<file path="src/rtl/if_fetch_unit.sv">
// Instruction fetch stage: owns the PC, issues word fetches, applies branch redirects
// and gives the bus to DMA via HOLD/HLDA at instruction boundaries. Optional perf counters: FETCH_PERF_CNT_EN.
module if_fetch_unit #(
    parameter int unsigned ADDR_W   = 32,
    parameter logic [ADDR_W-1:0] RESET_PC = 32'h0000_0000
) (
    input  logic              clk,
    input  logic              rst,
    output logic              imem_req,
    output logic [ADDR_W-1:0] imem_addr,
    input  logic [31:0]       imem_rdata,
    input  logic              imem_ready,
    input  logic              hold,
    output logic              hlda,
    input  logic              stall,
    input  logic              branch_taken,
    input  logic [ADDR_W-1:0] branch_target,
    output logic [31:0]       inst_out,
    output logic [ADDR_W-1:0] pc_out,
    output logic              flush,
    output logic              valid,
    output logic [31:0]       perf_fetch_cnt,
    output logic [31:0]       perf_hold_cnt
);

    localparam int unsigned INST_W = 32;
    localparam int unsigned CNT_W  = 32;
    localparam logic [ADDR_W-1:0] PC_STEP    = ADDR_W'(4);
    localparam logic [ADDR_W-1:0] ALIGN_MASK = ~ADDR_W'(3);

    typedef enum logic {
        S_FETCH = 1'b0,
        S_HOLD  = 1'b1
    } state_t;

    state_t              state;
    state_t              state_next;
    logic [ADDR_W-1:0]   pc;
    logic [ADDR_W-1:0]   pc_next;
    logic [INST_W-1:0]   inst_next;
    logic [ADDR_W-1:0]   pc_out_next;
    logic                valid_next;
    logic                flush_next;
    logic                hlda_next;
    logic                fetch_done;
    logic                at_boundary;

    // Bus side is combinational from state/stall so a stall suppresses the request the same cycle
    assign imem_req    = (state == S_FETCH) && !stall && !rst;
    assign imem_addr   = pc;
    assign fetch_done  = imem_req && imem_ready;
    assign at_boundary = fetch_done || !imem_req;

    always_ff @(posedge clk) begin
        if (rst) begin
            state    <= S_FETCH;
            pc       <= RESET_PC;
            inst_out <= '0;
            pc_out   <= '0;
            valid    <= 1'b0;
            flush    <= 1'b0;
            hlda     <= 1'b0;
        end else begin
            state    <= state_next;
            pc       <= pc_next;
            inst_out <= inst_next;
            pc_out   <= pc_out_next;
            valid    <= valid_next;
            flush    <= flush_next;
            hlda     <= hlda_next;
        end
    end

    // Redirect wins over a fetch completing in the same cycle; the hold handshake runs independently
    always_comb begin
        state_next  = state;
        pc_next     = pc;
        inst_next   = inst_out;
        pc_out_next = pc_out;
        valid_next  = 1'b0;
        flush_next  = 1'b0;
        hlda_next   = hlda;

        if (branch_taken) begin
            pc_next    = branch_target & ALIGN_MASK;
            flush_next = 1'b1;
        end else if (fetch_done) begin
            inst_next   = imem_rdata;
            pc_out_next = pc + PC_STEP;
            pc_next     = pc + PC_STEP;
            valid_next  = 1'b1;
        end

        case (state)
            S_FETCH: begin
                if (hold && at_boundary) begin
                    state_next = S_HOLD;
                    hlda_next  = 1'b1;
                end
            end
            S_HOLD: begin
                if (!hold) begin
                    state_next = S_FETCH;
                    hlda_next  = 1'b0;
                end
            end
            default: begin
                state_next = S_FETCH;
                hlda_next  = 1'b0;
            end
        endcase
    end

`ifdef FETCH_PERF_CNT_EN
    logic [CNT_W-1:0] fetch_cnt;
    logic [CNT_W-1:0] hold_cnt;

    // Discarded fetches (redirect in the same cycle) are not counted
    always_ff @(posedge clk) begin
        if (rst) begin
            fetch_cnt <= '0;
            hold_cnt  <= '0;
        end else begin
            if (fetch_done && !branch_taken) begin
                fetch_cnt <= fetch_cnt + CNT_W'(1);
            end
            if (hlda) begin
                hold_cnt <= hold_cnt + CNT_W'(1);
            end
        end
    end

    assign perf_fetch_cnt = fetch_cnt;
    assign perf_hold_cnt  = hold_cnt;
`else
    assign perf_fetch_cnt = '0;
    assign perf_hold_cnt  = '0;
`endif

endmodule

</file>
<file path="config.mk">
export PLATFORM = sky130hd
export DESIGN_NAME = if_fetch_unit
export DESIGN_NICKNAME = d
export VERILOG_FILES = /design/src/rtl/if_fetch_unit.sv
export SDC_FILE = /design/constraint.sdc
export NUM_CORES = 1
export LEC_CHECK = 0
export CAP_MARGIN = 5
export CORE_MARGIN = 10
export CORE_UTILIZATION = 44
export DETAILED_ROUTE_END_ITERATION = 16
export PLACE_DENSITY_LB_ADDON = 0.25
export RECOVER_POWER = 100
export SETUP_SLACK_MARGIN = 0.2
export SYNTH_ARGS = -nofsm -noshare
export SYNTH_HDL_FRONTEND = slang
export SYNTH_SLANG_ARGS = --single-unit
</file>
<file path="constraint.sdc">
create_clock -name clk -period 4.95 [get_ports clk]
set_clock_uncertainty 0.1 [all_clocks]
set_input_delay 0.7425 -clock clk [delete_from_list [all_inputs] [get_ports clk]]
set_output_delay 0.7425 -clock clk [all_outputs]
set_load 0.05 [all_outputs]
</file>
-- After elaboration in Yosys (flattened, before gate mapping)
Index checks and enable logic that the tools add are counted.
- bits in registers: 100
- latch bits: 0
- memory bits (writable): 0
- memory bits (read-only): 0
- input port bits: 70
- output and inout port bits: 164
- word-level logic and storage cells: 35
- memories kept: 0
- $add $sub $neg: 1
- multipliers: 0
- divide/modulo/power cells: 0
- $lt $le $gt $ge: 0
- eq/ne operators: 2
- shifts and indexed selects: 0
- multiplexer cells: 10
- bitwise operators: 2
- reduce and logical (&&, ||, !) cells: 12
- operators with widths (kind ; number):
    $mux W32 ; 2
    $add A32 B3 Y32 const B ; 1
    $mux W1 ; 6
    $logic_and A1 B1 Y1 ; 4
    $pmux W1 S2 ; 2
    $reduce_and A2 Y1 ; 2
    $logic_not A1 Y1 ; 3
    $ne A2 B1 Y1 const B ; 1
    $ne A2 B2 Y1 const B ; 1
    $not A1 Y1 ; 2
    $reduce_bool A2 Y1 ; 1
    $reduce_or A2 Y1 ; 1
    $logic_or A1 B1 Y1 ; 1

-- Depth between registers and ports, before layout
Gate-level depths: netlist (run 1).
- depth after elaboration: 8
- depth in mapped cells: 8

-- Worst setup path after synthesis (run 1)
No wires, ideal clock.
- kind: input to output
- from: in rst
- to: out imem_req
- arrival time: 2.103 ns
- setup slack: 2.005 ns
- cell stages on the path: 3
- buffers on the path: 2
- path through: buf_6 clkbuf_1 nor3_1
- cells in the longest elaborated chain, start to end: 2
- RTL lines (item ; RTL line ; source):
    from (decl) ; 8 ; input logic rst,
    $logic_not A1 Y1 ; 49 ; assign imem_req = (state == S_FETCH) && !stall && !rst;
    $logic_and A1 B1 Y1 ; 49 ;
    to (decl) ; 9 ; output logic imem_req,
No other way between the ends.

-- Final worst setup path (run 1)
- from: in rst
- to: reg pc_out[25]
- cells in the longest elaborated chain, start to end: 4
- RTL lines (item ; RTL line ; source):
    $logic_not A1 Y1 ; 49 ;
    $logic_and A1 B1 Y1 ; 49 ;
    $logic_and A1 B1 Y1 ; 51 ; assign fetch_done = imem_req && imem_ready;
    $reduce_and A2 Y1 (no source line) ; - ;
    to (signal assigned) ; 67 ; pc_out <= pc_out_next;
    to (decl) ; 19 ; output logic [ADDR_W-1:0] pc_out,
Parallel ways exist; a longest one is shown, timed or not.
A chain may end at the register's enable or synchronous reset.

==> metrics.cfg, run 1 <==
[status]
status=finished, violations left
violations=capacitance limit, slew limit

[sta]
slew_violations=37
period_share=0.733
rsz0062_at_grt=no
finalHoldViolations=0
worst_slew_pin_slew_ns=1.56
slew_headroom=-0.0371
fin_crit_ns=3.63
finalSetupViolations=0
fmax_mhz=276
setup_total_negative_slack_ns=0

[yosys]
synth_top_cell_by_area=dfxtp_1
ys.flop_type=dfxtp_1
syn_area_um2=4750
ys_ff_latch=96
yosys_warnings=0
yosysSeqAreaShare=0.404
yosys.area.top_type_share=0.404
synth_cell_type_count=38
syn_inst=591
synth_async_sr_flop_share=0
synth_area_leaders=dfxtp_1, buf_4, nand2_1
syn_area_per_cell_um2=8.04
synth_enable_flop_cells=0

[pwr]
p_comb_frac=0.224
p_leak_nw=2.51
p_switching_w=0.000605
ir_drop_uv=158
p_sw_frac=0.320
power_density_nw_per_um2=295
clkPwrFrac=0.334
finalPower_w=0.00189
intPower_w=0.00129
power_frac_seq=0.442

[min_path]
hold_path_depth=2
min_path_type=flip-flop to flip-flop

[global_routing]
grt_pass1_vias=4206
antenna_found_initial=0
grt_max_degree=57
gr-total-overflow=0
grt_use_total=0.177
grt_pass1_wl_um=21800

[setup_path]
r2r-end=pc_out[25]$_SDFFE_PP0P_
cp-start-kind=input pin
r2r_cells=7
worst_setup_path_end_kind=flip-flop
crit_path_end=pc_out[25]$_SDFFE_PP0P_
crit_path_start=rst
reg2reg_from=state$_SDFF_PP0_
critPathArrivalTime_ns=3.79
path_class=input pin to flip-flop
worstPathMaxFanout=39
cp.required_ns=5.11
ff2ff_setup_slack_ns=2.10

[routing]
vias_per_cell=4.97
vias=4320
drtIter0Drc=299
wirelength_um=14500
wl_per_cell_um=16.7
drt_first_pass_iters=4
ant_nets=0
drc_errors=0

[floorplanning]
core_um2=10400
fp.dieH_um=124
row_count=37
io_pins=234
fp.dieArea_um2=15400
die_x_um=124
initial_utilization=0.456

[final_layout]
diodes=0
final_common_cell=dlygate4sd3_1
layout_common_cells=dlygate4sd3_1, dfxtp_1, nand2_1, conb_1, clkdlybuf4s50_1
drive_above_1_share=0.0341
layout.nets=800
syn_to_final_growth_pct=34.9

[clock_tree]
cts-root-buf=clkbuf_8
post-cts-setup-buffer-count=0
cts_tree=done
clkLatencyLatePin_ns=0.35
cts_resized=0
cts_sinks=96
cts_buffers=9
clockBufferDepth=2
clk_pin_slew_ns=0.09
ctsHtreeMaxLevel=3
postCtsHoldBufs=0

[placed_design]
place.gp.congestion=0.845
port_buffers=163
place.detailed.hpwl_um=11000

[job]
cap_violations=1

worst min-delay path by stage:
stage                              start                   endpoint  slack [ns]
2_1_floorplan           state$_SDFF_PP0_           state$_SDFF_PP0_        0.46
3_3_place_gp   inst_out[24]$_SDFFE_PP0P_  inst_out[24]$_SDFFE_PP0P_        0.34
3_5_place_dp   inst_out[10]$_SDFFE_PP0P_  inst_out[10]$_SDFFE_PP0P_        0.35
4_1_cts        inst_out[23]$_SDFFE_PP0P_  inst_out[23]$_SDFFE_PP0P_        0.36
5_1_grt        inst_out[21]$_SDFFE_PP0P_  inst_out[21]$_SDFFE_PP0P_        0.38
6_report          pc_out[3]$_SDFFE_PP0P_     pc_out[3]$_SDFFE_PP0P_        0.36
metal layers:
layer,part of all wire,GRT usage,up-vias
met5,0,0,-
met4,0.015,0.0647,0
met3,0.079,0.0380,14
met2,0.48,0.299,175
met1,0.43,0.218,1982
li1,-,-,2149
power groups by stage:
stage               registers [W]  logic [W]  clock network (W)
floorplan                0.000948   0.000242                  0
global placement         0.000853   0.000430                  0
detailed placement       0.000855   0.000433                  0
CTS                      0.000837   0.000435           0.000646
global route             0.000841   0.000447           0.000674
finish                   0.000835   0.000424           0.000631
Yosys cell counts, types with 2 or more instances:
cell       n
nand3_1    8
nor2_1    57
o22ai_1    3
or2_2      2
clkbuf_2   3
xnor2_1   31
nor3_1    21
and3_1     8
o21ai_0   11
or3_1     12
clkbuf_1  35
xor2_1    11
a22o_1     5
a311oi_1   8
buf_4     68
nand2_1   90
mux2i_1    4
nand4_1    5
dfxtp_1   96
nor4_1    12
or4_1      3
buf_2      2
inv_1      8
a211oi_1  32
a21oi_1   43
registers in the layout, indices dropped and copies added, names as in the netlist:
| signal | cells |
|---|---|
| flush | 1 |
| hlda | 1 |
| imem_addr | 30 |
| inst_out | 32 |
| pc_out | 30 |
| state | 1 |
| valid | 1 |
logic make-up (layout without fill, tap and decap cells):
family | after synthesis | in the layout | share of synthesized area
flip-flops | 96 | 96 | 0.404
other | 1 | 68 | 0.000789
buffers and inverters | 119 | 195 | 0.151
adder cells (fa/ha/maj) | 1 | 1 | 0.00263
AND/OR/NAND/NOR | 222 | 222 | 0.213
multiplexers | 4 | 4 | 0.00842
AO/OA/AOI/OAI | 106 | 106 | 0.143
XOR/XNOR | 42 | 42 | 0.0774
worst max-delay path: stages:
cell      delay [ns]
clkbuf_1        0.57
nor4b_1         0.45
clkbuf_1        0.38
nand2_1         0.12
inv_1           0.66
buf_4           0.50
nor2_1          0.07
a211oi_1        0.26
stage by stage:
step,utilization,hold slack (ns),setup slack (ns),instance area [um^2],std cells
floorplan,-,0.459,2.00,5000,658
global placement,0.593,0.342,1.65,6170,854
detailed placement,0.593,0.349,1.64,6170,854
CTS,0.617,0.362,1.82,6430,870
global route,0.615,0.378,0.877,6410,870
finish,0.615,0.355,1.32,6410,870
final cells by class:
cell class                      instances  area [um^2]
Clock inverter                          5          103
Sequential cell                        96         1920
Fill cell                             951         4010
Clock buffer                           11          151
Tap cell                              136          170
Timing Repair Buffer                  170         1670
Multi-Input combinational cell        443         2360
Inverter                                9         33.8
Power figures use the tool's default switching activity.
==> run 2: changes to the inputs <==
--- a/config.mk
+++ b/config.mk
@@ -7,7 +7,7 @@
 export LEC_CHECK = 0
 export CAP_MARGIN = 5
 export CORE_MARGIN = 10
-export CORE_UTILIZATION = 44
+export CORE_UTILIZATION = 37
 export DETAILED_ROUTE_END_ITERATION = 16
 export PLACE_DENSITY_LB_ADDON = 0.25
 export RECOVER_POWER = 100
==> constraint.sdc (replaced) <==
create_clock -name clk -period 3.1 [get_ports clk]
set_clock_uncertainty 0.1 [all_clocks]
set_input_delay 0.465 -clock clk [delete_from_list [all_inputs] [get_ports clk]]
set_output_delay 0.465 -clock clk [all_outputs]
set_load 0.05 [all_outputs]
==> metrics.cfg, run 2 (synthesized netlist as in run 1, its figures left out) <==
[routing]
vias=4391  ; was 4320
wl_per_cell_um=16.4  ; was 16.7 um
drtIter0Drc=253  ; was 299
drc_errors=0  ; unchanged
ant_nets=0  ; unchanged
wirelength_um=14900  ; was 14500 um
vias_per_cell=4.83  ; was 4.97
drt_first_pass_iters=4  ; unchanged

[setup_path]
path_cells=dlygate4sd3_1 -> or4b_1 -> clkbuf_1 -> nor4_1 -> xor2_1 -> a22o_1  ; was clkbuf_1 -> nor4b_1 -> clkbuf_1 -> nand2_1 -> inv_1 -> buf_4 -> nor2_1 -> a211oi_1
cp.required_ns=3.24  ; was 5.11 ns
critPathArrivalTime_ns=2.92  ; was 3.79 ns
cp-start-kind=input pin  ; unchanged
critPathMaxStageDelay_ns=0.58  ; was 0.66 ns
reg2reg_from=imem_addr[2]$_SDFFE_PP0P_  ; was state$_SDFF_PP0_
path_class=input pin to flip-flop  ; unchanged
cp_slowest_cell=dlygate4sd3_1  ; was inv_1
crit_buf_inv=2  ; was 4
path_delay_family=buffers and inverters  ; unchanged
worst_setup_path_end_kind=flip-flop  ; unchanged
worstPathMaxFanout=22  ; was 39
crit_path_start=imem_ready  ; was rst

[sta]
fin_crit_ns=2.78
worst_slack_ns=0.318  ; was 1.32 ns
worst_slew_pin_slew_ns=1.07  ; was 1.56 ns
worst_hold_slack_ns=0.246  ; was 0.355 ns
slew_violations=0  ; was 37
fmax_mhz=359
finalHoldViolations=0  ; unchanged
setup_total_negative_slack_ns=0  ; unchanged
rsz0062_at_grt=no  ; unchanged
slew_headroom=0.287  ; was -0.0371
period_share=0.897
finalSetupViolations=0  ; unchanged

[clock_tree]
clockBufferDepth=2  ; unchanged
clk_pin_slew_ns=0.07  ; was 0.09 ns
cts_sinks=96  ; unchanged
cts_tree=done  ; unchanged
post-cts-setup-buffer-count=0  ; unchanged
cts_resized=0  ; unchanged
cts_buffers=9  ; unchanged
cts-root-buf=clkbuf_16  ; was clkbuf_8
postCtsHoldBufs=0  ; unchanged
clkLatencyLatePin_ns=0.34  ; was 0.35 ns
ctsHtreeMaxLevel=3  ; unchanged

[floorplanning]
core_um2=12600  ; was 10400 um^2
initial_utilization=0.377  ; was 0.456
io_pins=234  ; unchanged
fp.dieArea_um2=17800  ; was 15400 um^2
row_count=41  ; was 37
die_x_um=133  ; was 124 um
fp.dieH_um=133  ; was 124 um

[final_layout]
utilization=0.518  ; was 0.615
layout_common_cells=dlygate4sd3_1, dfxtp_1, nand2_1, conb_1, clkdlybuf4s50_1  ; unchanged
drive_above_1_share=0.0379  ; was 0.0341
largest-register=inst_out  ; unchanged
largest_register_ffs=32  ; unchanged
fillCellCount=1241  ; was 951
layout.nets=804  ; was 800
syn_to_final_growth_pct=37.6  ; was 34.9%
final_common_cell=dlygate4sd3_1  ; unchanged
diodes=0  ; unchanged

[global_routing]
grt_use_total=0.159  ; was 0.177
antenna_found_initial=0  ; unchanged
grt_max_degree=88  ; was 57
grt_pass1_vias=4293  ; was 4206
gr-total-overflow=0  ; unchanged
grt_pass1_wl_um=23200  ; was 21800 um

[min_path]
min_from=rst  ; was pc_out[3]$_SDFFE_PP0P_
min_path_type=input pin to flip-flop  ; was flip-flop to flip-flop

[placed_design]
pre_cts_slack_ns=0.252  ; was 1.64 ns
place.detailed.hpwl_um=11200  ; was 11000 um
place.gp.congestion=0.810  ; was 0.845
port_buffers=163  ; unchanged

[pwr]
finalPower_w=0.00312  ; was 0.00189 W
p_leak_nw=2.54  ; was 2.51 nW
ir_drop_uv=275  ; was 158 uV
power_density_nw_per_um2=476  ; was 295 nW/um^2

[status]
status=finished, final reports clean  ; was finished, violations left

[job]
cap_violations=0  ; was 1

-- run 2: per-layer routing --
layer / vias to the layer above / global-route usage / routed length [um] / part of all wire
met4: 0 / 0.0466 / 211 / 0.014
met2: 194 / 0.257 / 6880 / 0.46
met5: - / 0 / 0 / 0
met3: 17 / 0.0549 / 1290 / 0.086
li1: 2161 / - / - / -
met1: 2019 / 0.196 / 6540 / 0.44
-- run 2: final timing paths --
| check | slack [ns] | to | cells past startpoint |
|---|---|---|---|
| worst min register to register | 0.35 | inst_out[6]$_SDFFE_PP0P_ | 2 |
| worst max register to register | 0.51 | imem_addr[26]$_SDFFE_PP0P_ | 6 |
| worst min-delay path | 0.25 | hlda$_SDFFE_PP0P_ | 2 |
| worst max-delay path | 0.32 | imem_addr[26]$_SDFFE_PP0P_ | 6 |
-- run 2: where the power goes --
group / total [W] / switching (W) / internal [W]
Sequential: 0.00134 / 0.0000544 / 0.00128
Combinational: 0.000683 / 0.000487 / 0.000196
Clock: 0.00110 / 0.000472 / 0.000625
-- run 2: final cells by class --
class | count | area (um^2) | share of cell area
clock buffer | 11 | 233 | 0.0356
clock inverter | 5 | 57.6 | 0.00880
inverter | 9 | 33.8 | 0.00516
multi-input combinational | 443 | 2360 | 0.361
sequential | 96 | 1920 | 0.294
tap | 172 | 215 | 0.0329
timing repair buffer | 174 | 1720 | 0.263
-- run 2: worst reg2reg max path: cells and delay by family (launching register included) --
kind	cells	cell delay, ns
AND/OR/NAND/NOR	3	1.37
flip-flops	1	0.41
adder cells (fa/ha/maj)	1	0.28
AO/OA/AOI/OAI	1	0.21
XOR/XNOR	1	0.13
-- run 2: stage by stage --
stage / std cells / area, um^2
6_report: 910 / 6540
5_1_grt: 910 / 6540
4_1_cts: 910 / 6560
3_5_place_dp: 894 / 6270
3_3_place_gp: 894 / 6270
2_1_floorplan: 658 / 5000
==> run 3: changes to the inputs <==
--- a/config.mk
+++ b/config.mk
@@ -9,6 +9,7 @@
 export CORE_MARGIN = 10
 export CORE_UTILIZATION = 37
 export DETAILED_ROUTE_END_ITERATION = 16
+export GPL_ROUTABILITY_DRIVEN = 0
 export PLACE_DENSITY_LB_ADDON = 0.25
 export RECOVER_POWER = 100
 export SETUP_SLACK_MARGIN = 0.2
==> results of run 3 <==
No change in the layout: final DEF, timing and power equal those of run 2.
